--- config.mk ---
export PLATFORM = sky130hd
export DESIGN_NAME = servo_dispense_ctrl
export DESIGN_NICKNAME = d
export VERILOG_FILES = /design/src/rtl/servo_dispense_ctrl.sv
export SDC_FILE = /design/constraint.sdc
export NUM_CORES = 1
export LEC_CHECK = 0
export CORE_UTILIZATION = 63
export CTS_CLUSTER_DIAMETER = 50
export DETAILED_ROUTE_END_ITERATION = 16
export PLACE_DENSITY = 0.94
export SYNTH_ARGS = -nofsm -noshare
export SYNTH_HDL_FRONTEND = slang
export SYNTH_SLANG_ARGS = --single-unit
export TNS_END_PERCENT = 100
--- constraint.sdc ---
create_clock -name clk -period 6.6 [get_ports clk]
set_clock_uncertainty 0.05 [all_clocks]
set_input_delay 1.32 -clock clk [delete_from_list [all_inputs] [get_ports clk]]
set_output_delay 1.32 -clock clk [all_outputs]
set_load 0.01 [all_outputs]
--- src/rtl/servo_dispense_ctrl.sv ---
// Dispense sequencer: runs N open/close gate cycles on the servo position select
// per accepted command, with level abort and a one-cycle completion pulse.
module servo_dispense_ctrl #(
  parameter int CLK_FREQ = 50_000_000,
  parameter int OPEN_MS  = 600,
  parameter int CLOSE_MS = 800,
  parameter int CNT_W    = 4
) (
  input  logic             clk,
  input  logic             rst_n,
  input  logic             cmd_valid,
  output logic             cmd_ready,
  input  logic [CNT_W-1:0] cmd_count,
  input  logic             abort,
  output logic             position_select,
  output logic             busy,
  output logic             done,
  output logic [CNT_W-1:0] items_done,
  output logic             aborted,
  output logic [1:0]       state_dbg
);

  localparam int          CYC_MS     = CLK_FREQ / 1000;
  localparam int          OPEN_CYC   = OPEN_MS * CYC_MS;
  localparam int          CLOSE_CYC  = CLOSE_MS * CYC_MS;
  localparam logic [31:0] OPEN_LAST  = 32'(OPEN_CYC - 1);
  localparam logic [31:0] CLOSE_LAST = 32'(CLOSE_CYC - 1);
  localparam logic [CNT_W-1:0] ONE   = CNT_W'(1);

  typedef enum logic [1:0] {
    S_IDLE  = 2'd0,
    S_OPEN  = 2'd1,
    S_CLOSE = 2'd2,
    S_DONE  = 2'd3
  } state_t;

  state_t           state;
  logic [31:0]      timer;
  logic [CNT_W-1:0] remaining;

  // Handshake: a command transfers on any rising edge where cmd_valid && cmd_ready;
  // cmd_ready is high only in IDLE and never depends on cmd_valid.
  assign cmd_ready       = (state == S_IDLE);
  assign busy            = (state != S_IDLE);
  assign done            = (state == S_DONE);
  assign position_select = (state == S_OPEN);
  assign state_dbg       = state;

  always_ff @(posedge clk or negedge rst_n) begin
    if (!rst_n) begin
      state      <= S_IDLE;
      timer      <= '0;
      remaining  <= '0;
      items_done <= '0;
      aborted    <= 1'b0;
    end else begin
      case (state)
        S_IDLE: begin
          if (cmd_valid) begin
            items_done <= '0;
            aborted    <= 1'b0;
            timer      <= '0;
            remaining  <= cmd_count;
            state      <= (cmd_count == '0) ? S_DONE : S_OPEN;
          end
        end
        S_OPEN: begin
          // Abort wins over the last open cycle, so the interrupted item is never counted.
          if (abort) begin
            aborted   <= 1'b1;
            remaining <= ONE;
            timer     <= '0;
            state     <= S_CLOSE;
          end else if (timer == OPEN_LAST) begin
            items_done <= items_done + ONE;
            timer      <= '0;
            state      <= S_CLOSE;
          end else begin
            timer <= timer + 32'd1;
          end
        end
        S_CLOSE: begin
          if (abort) aborted <= 1'b1;
          if (timer == CLOSE_LAST) begin
            timer <= '0;
            if (abort || remaining == ONE) begin
              remaining <= '0;
              state     <= S_DONE;
            end else begin
              remaining <= remaining - ONE;
              state     <= S_OPEN;
            end
          end else begin
            timer <= timer + 32'd1;
            if (abort) remaining <= ONE;
          end
        end
        S_DONE: state <= S_IDLE;
        default: state <= S_IDLE;
      endcase
    end
  end

endmodule
* After elaboration in Yosys (flattened, before gate mapping) *
Cells that the tools add are included.

word-level totals
  register bits after elaboration = 43
  latch bits = 0
  memory bits (writable) = 0
  bits in read-only memories = 0
  input port bits = 8
  output and inout bits = 11
  logic and storage cells = 56
  memories = 0

cells by class
  add/sub/neg operators = 3
  multiply operators = 0
  div/mod/pow operators = 0
  order comparisons = 0
  eq/ne operators = 12
  shift operators = 0
  mux-type cells = 24
  bitwise operators = 0
  reduce and logical (&&, ||, !) cells = 12

operator list
  cell                   number
  $mux 32                4
  $pmux 32 s3            1
  $add 32x1->32 const B  1
  $eq 32x25->1 const B   1
  $eq 32x26->1 const B   1
  $mux 4                 7
  $mux 2                 6
  $pmux 4 s3             1
  $pmux 2 s4             1
  $pmux 4 s2             1
  $ne 2x2->1 const B     3
  $reduce_and 3->1       2
  $reduce_bool 2->1      3
  $add 4x1->4 const B    1
  $eq 2x2->1 const B     2
  $eq 4x1->1 const B     1
  $logic_not 4->1        1
  $ne 2x1->1 const B     2
  $reduce_and 4->1       1
  $sub 4x1->4 const B    1
  $ne 3x2->1 const B     1
  $reduce_bool 3->1      1
  $eq 2x1->1 const B     1
  $logic_not 2->1        1
  other kinds (5)        6

* Longest topological paths before layout *
  word-level depth = 5
  depth in mapped cells = 9
  depth with buffers taken out = 8

* Worst setup path after synthesis *
No wires, ideal clock.

  path kind = in2reg
  start point = input abort
  end point = register timer[29]
  setup time = 0.069 ns
  arrival time = 2.713 ns
  required time = 6.481 ns
  slack = 3.768 ns
  stages on the path = 6
  path buffers = 1
  cell sequence = nand2b_1 -> a21o_2 -> a211o_1 -> buf_6 -> or4_1 -> nand3_1

between the ends
  cells in the longest elaborated chain, start to end = 2

ends and longest elaborated chain
  element               RTL line  RTL
  from (decl)           14        input logic abort,
  $mux 32               69        if (abort) begin
  $pmux 32 s3           57        case (state)
  to (signal assigned)  79        timer <= timer + 32'd1;
  to (signal assigned)  94        timer <= timer + 32'd1;
  to (decl)             38        logic [31:0] timer;

No other way between the ends.
A chain may end at the register's enable or synchronous reset.

* Worst setup path in the final report *
  start point = input cmd_valid
  end point = register timer[29]

between the ends
  cells in the longest elaborated chain, start to end = 2

ends and longest elaborated chain
  element                     RTL line  RTL
  from (decl)                 11        input logic cmd_valid,
  $ne 2x2->1 (no line)        n/a
  $reduce_and 2->1 (no line)  n/a

No other way between the ends.

==> flow_results.xml <==
<?xml version="1.0" encoding="UTF-8"?>
<metrics>
  <group name="global_routing">
    <metric name="number_of_global_route_vias_before_repair" unit="">2233</metric>
    <metric name="antenna_found_initial" unit="">0</metric>
    <metric name="globalRouteTotalUtil" unit="">0.314</metric>
    <metric name="grt_max_degree" unit="">44</metric>
    <metric name="first_pass_grt_wire_length" unit="µm">10600</metric>
    <metric name="global_route.overflow_total" unit="">0</metric>
  </group>
  <group name="sta">
    <metric name="fin_crit_sh" unit="">0.512</metric>
    <metric name="fmax" unit="GHz">0.296</metric>
    <metric name="period_minus_slack" unit="ns">3.38</metric>
    <metric name="rsz0062_at_grt" unit="">no</metric>
    <metric name="setup_viol" unit="">0</metric>
    <metric name="number_of_max_slew_violations_in_the_final_report" unit="">0</metric>
    <metric name="max_slew_headroom" unit="">0.359</metric>
    <metric name="final.setup.tns" unit="ns">0</metric>
    <metric name="hold_violations" unit="">0</metric>
    <metric name="tightestPinTransition" unit="ns">0.961</metric>
  </group>
  <group name="clock_network">
    <metric name="cts_sinks" unit="">43</metric>
    <metric name="cts_tree" unit="">done</metric>
    <metric name="post_cts.resized_instances" unit="">0</metric>
    <metric name="clkTransAtPathRegs" unit="ns">0.09</metric>
    <metric name="postCtsSetupBuffers" unit="">0</metric>
    <metric name="clkLatencyLatePin" unit="ns">0.31</metric>
    <metric name="clk_root_buffer_cell" unit="">sky130_fd_sc_hd__clkbuf_8</metric>
    <metric name="ctsHoldBuffers" unit="">0</metric>
    <metric name="num_cts_buffers" unit="">5</metric>
    <metric name="cts-htree-levels" unit="">2</metric>
    <metric name="cts.path.max_buffers" unit="">2</metric>
  </group>
  <group name="power">
    <metric name="irDropWorstVdd" unit="mV">0.289</metric>
    <metric name="power_per_cell_area" unit="nW/µm²">357</metric>
    <metric name="power.static_leakage" unit="nW">1.22</metric>
  </group>
  <group name="job">
    <metric name="cap_viol_max_count" unit="">0</metric>
  </group>
  <group name="placement">
    <metric name="detailed_place_hpwl" unit="µm">4320</metric>
    <metric name="numPortBuffers" unit="">18</metric>
    <metric name="placed_area" unit="µm²">2890</metric>
    <metric name="place.gp.congestion" unit="">0.927</metric>
  </group>
  <group name="worst_setup_path">
    <metric name="timing.critical_path.to_type" unit="">register</metric>
    <metric name="timing_worst_setup_path_type" unit="">primary input to register</metric>
    <metric name="startpoint_type_of_the_worst_setup_path" unit="">primary input</metric>
    <metric name="cp_max_fo" unit="">30</metric>
    <metric name="critical_path_arrival" unit="ns">3.58</metric>
    <metric name="worst_path_cell_chain" unit="">clkdlybuf4s50_1 -&gt; nor2b_1 -&gt; or2_2 -&gt; a211o_1 -&gt; or4_1 -&gt; nand3_1</metric>
    <metric name="slowest_cell_on_the_critical_path" unit="">sky130_fd_sc_hd__or4_1</metric>
    <metric name="cp_num_buf_inv" unit="">1</metric>
    <metric name="crit_path_max_incr_delay" unit="ns">0.54</metric>
    <metric name="cpLargestDelayFamily" unit="">simple AND/OR/NAND/NOR gates</metric>
    <metric name="critical_path_required" unit="ns">6.80</metric>
  </group>
  <group name="run_status">
    <metric name="run_status" unit="">finished clean</metric>
  </group>
  <group name="yosys">
    <metric name="post_synth_top_flop" unit="">sky130_fd_sc_hd__dfrtp_1</metric>
    <metric name="syn_area" unit="µm²">2700</metric>
    <metric name="synth_area_per_cell" unit="µm²">8.55</metric>
    <metric name="ys_warn_count" unit="">0</metric>
    <metric name="synthArstFlopShare" unit="">1.00</metric>
    <metric name="yosysMostFrequentCell" unit="">sky130_fd_sc_hd__dfrtp_1</metric>
    <metric name="yosys-top-cells-count" unit="">sky130_fd_sc_hd__dfrtp_1, sky130_fd_sc_hd__nand2_1, sky130_fd_sc_hd__nor2_1, sky130_fd_sc_hd__nand3_1, sky130_fd_sc_hd__o21ai_0</metric>
    <metric name="synth_edf_count" unit="">0</metric>
    <metric name="syn-instance-count" unit="">316</metric>
    <metric name="yosysSeqAreaShare" unit="">0.398</metric>
    <metric name="synthesis.nets" unit="">332</metric>
    <metric name="yosysUniqueCellTypes" unit="">57</metric>
    <metric name="netlist.top_cell.by_area" unit="">sky130_fd_sc_hd__dfrtp_1</metric>
    <metric name="portion_of_synthesized_cell_area_occupied_by_the_leading_cell_type" unit="">0.398</metric>
    <metric name="ys_ff_latch" unit="">43</metric>
    <metric name="synth.top_cells.by_area" unit="">sky130_fd_sc_hd__dfrtp_1, sky130_fd_sc_hd__nand2_1, sky130_fd_sc_hd__a31oi_1</metric>
  </group>
  <group name="finish">
    <metric name="flow.area_growth_from_synthesis" unit="%">11.1</metric>
    <metric name="final-seq-area" unit="µm²">1080</metric>
    <metric name="insertedDiodeCount" unit="">0</metric>
    <metric name="drive_above_1_share" unit="">0.0934</metric>
    <metric name="fillers" unit="">291</metric>
    <metric name="num-nets-final" unit="">347</metric>
    <metric name="multi_input_comb_area" unit="µm²">1500</metric>
    <metric name="layout.cell_area.non_filler" unit="µm²">3000</metric>
  </group>
  <group name="floorplan">
    <metric name="design.core.area" unit="µm²">4060</metric>
    <metric name="floorplan.initialDensity" unit="">0.666</metric>
    <metric name="floorplan.io_pins" unit="">19</metric>
    <metric name="die_height" unit="µm">67.5</metric>
    <metric name="die_w" unit="µm">67.5</metric>
    <metric name="dieArea" unit="µm²">4560</metric>
    <metric name="placementRows" unit="">23</metric>
  </group>
  <group name="min_path">
    <metric name="min-delay-path-class" unit="">register to register</metric>
  </group>
  <group name="drt">
    <metric name="via_count" unit="">2575</metric>
    <metric name="drc_violation_count_after_routing" unit="">0</metric>
    <metric name="avgRoutedWirePerCell" unit="µm">16.7</metric>
    <metric name="antenna_violating_nets_post_route" unit="">0</metric>
    <metric name="postRouteWirelength" unit="µm">6380</metric>
    <metric name="detail_route.first_pass.iterations" unit="">6</metric>
    <metric name="detailedRoute.firstIterationViolations" unit="">258</metric>
    <metric name="vias_per_cell" unit="">6.74</metric>
  </group>
</metrics>
[report_power, final]
group	switching [mW]	internal, mW
logic	0.329	0.188
registers	0.0444	0.298
clock network	0.0996	0.113
total	0.473	0.599
[registers in the layout (all words and copies together) (netlist names)]
signal,count
aborted,1
state_dbg,2
items_done,4
timer,32
remaining,4
[final cells by class]
class / count / share of cell area
Clock inverter: 3 / 0.0146
Inverter: 14 / 0.0175
Sequential cell: 43 / 0.358
Timing Repair Buffer: 21 / 0.0659
Tap cell: 50 / 0.0208
Multi-Input combinational cell: 246 / 0.500
Clock buffer: 5 / 0.0229
[layer usage]
| layer | global-route usage | vias to the layer above | part of all wire | routed length [µm] |
|---|---|---|---|---|
| met4 | 0.144 | 0 | 0.031 | 197 |
| met2 | 0.462 | 119 | 0.44 | 2830 |
| met5 | 0 | - | 0 | 0 |
| li1 | - | 1206 | - | - |
| met1 | 0.440 | 1230 | 0.45 | 2890 |
| met3 | 0.0659 | 20 | 0.073 | 465 |
[through the flow]
stage | util | hold slack, ns | total power, mW | instances | worst slack (ns)
global placement | 0.712 | 0.439 | 0.839 | 374 | 2.98
global route | 0.740 | 0.488 | 1.14 | 382 | 3.13
finish | 0.740 | 0.472 | 1.07 | 382 | 3.22
detailed placement | 0.712 | 0.452 | 0.852 | 374 | 2.93
CTS | 0.740 | 0.463 | 1.06 | 382 | 3.24
floorplan | - | 0.407 | 0.712 | 316 | 3.77
[kinds of logic (layout without fill, tap and decap cells)]
family,Yosys count,after routing,synth area share
AO/OA/AOI/OAI,91,91,0.216
multiplexers,2,2,0.00787
buffers and inverters,27,43,0.0468
adder cells (fa/ha/maj),8,8,0.0370
flip-flops,43,43,0.398
XOR/XNOR,5,5,0.0162
AND/OR/NAND/NOR,140,140,0.278
[final timing paths]
check                                    startpoint               endpoint  slack [ns]  cells past startpoint
setup / recovery                          cmd_valid  timer[29]$_DFFE_PN0P_        3.22                      6
hold / removal                timer[22]$_DFFE_PN0P_  timer[22]$_DFFE_PN0P_        0.47                      1
setup reg to reg           state_dbg[1]$_DFFE_PN0P_  timer[29]$_DFFE_PN0P_        3.84                      7
hold reg to reg               timer[22]$_DFFE_PN0P_  timer[22]$_DFFE_PN0P_        0.47                      1
max in group asynchronous                     rst_n  timer[25]$_DFFE_PN0P_        4.80                      1
min in group asynchronous                     rst_n    aborted$_DFFE_PN0P_        1.10                      1
[placed cells by master, fill, tap and decap left out, types with 5 or more instances in the layout]
cell type,instances
sky130_fd_sc_hd__inv_1,14
sky130_fd_sc_hd__o21ai_0,20
sky130_fd_sc_hd__ha_1,8
sky130_fd_sc_hd__dfrtp_1,43
sky130_fd_sc_hd__nor2_1,22
sky130_fd_sc_hd__nand4_1,8
sky130_fd_sc_hd__nor3_1,9
sky130_fd_sc_hd__nand2_1,38
sky130_fd_sc_hd__a31oi_1,18
sky130_fd_sc_hd__clkdlybuf4s50_1,17
sky130_fd_sc_hd__nand3_1,21
sky130_fd_sc_hd__clkbuf_8,5
sky130_fd_sc_hd__a21oi_1,19
sky130_fd_sc_hd__a211oi_1,5
Note: power is estimated with default switching activity, not from simulation.
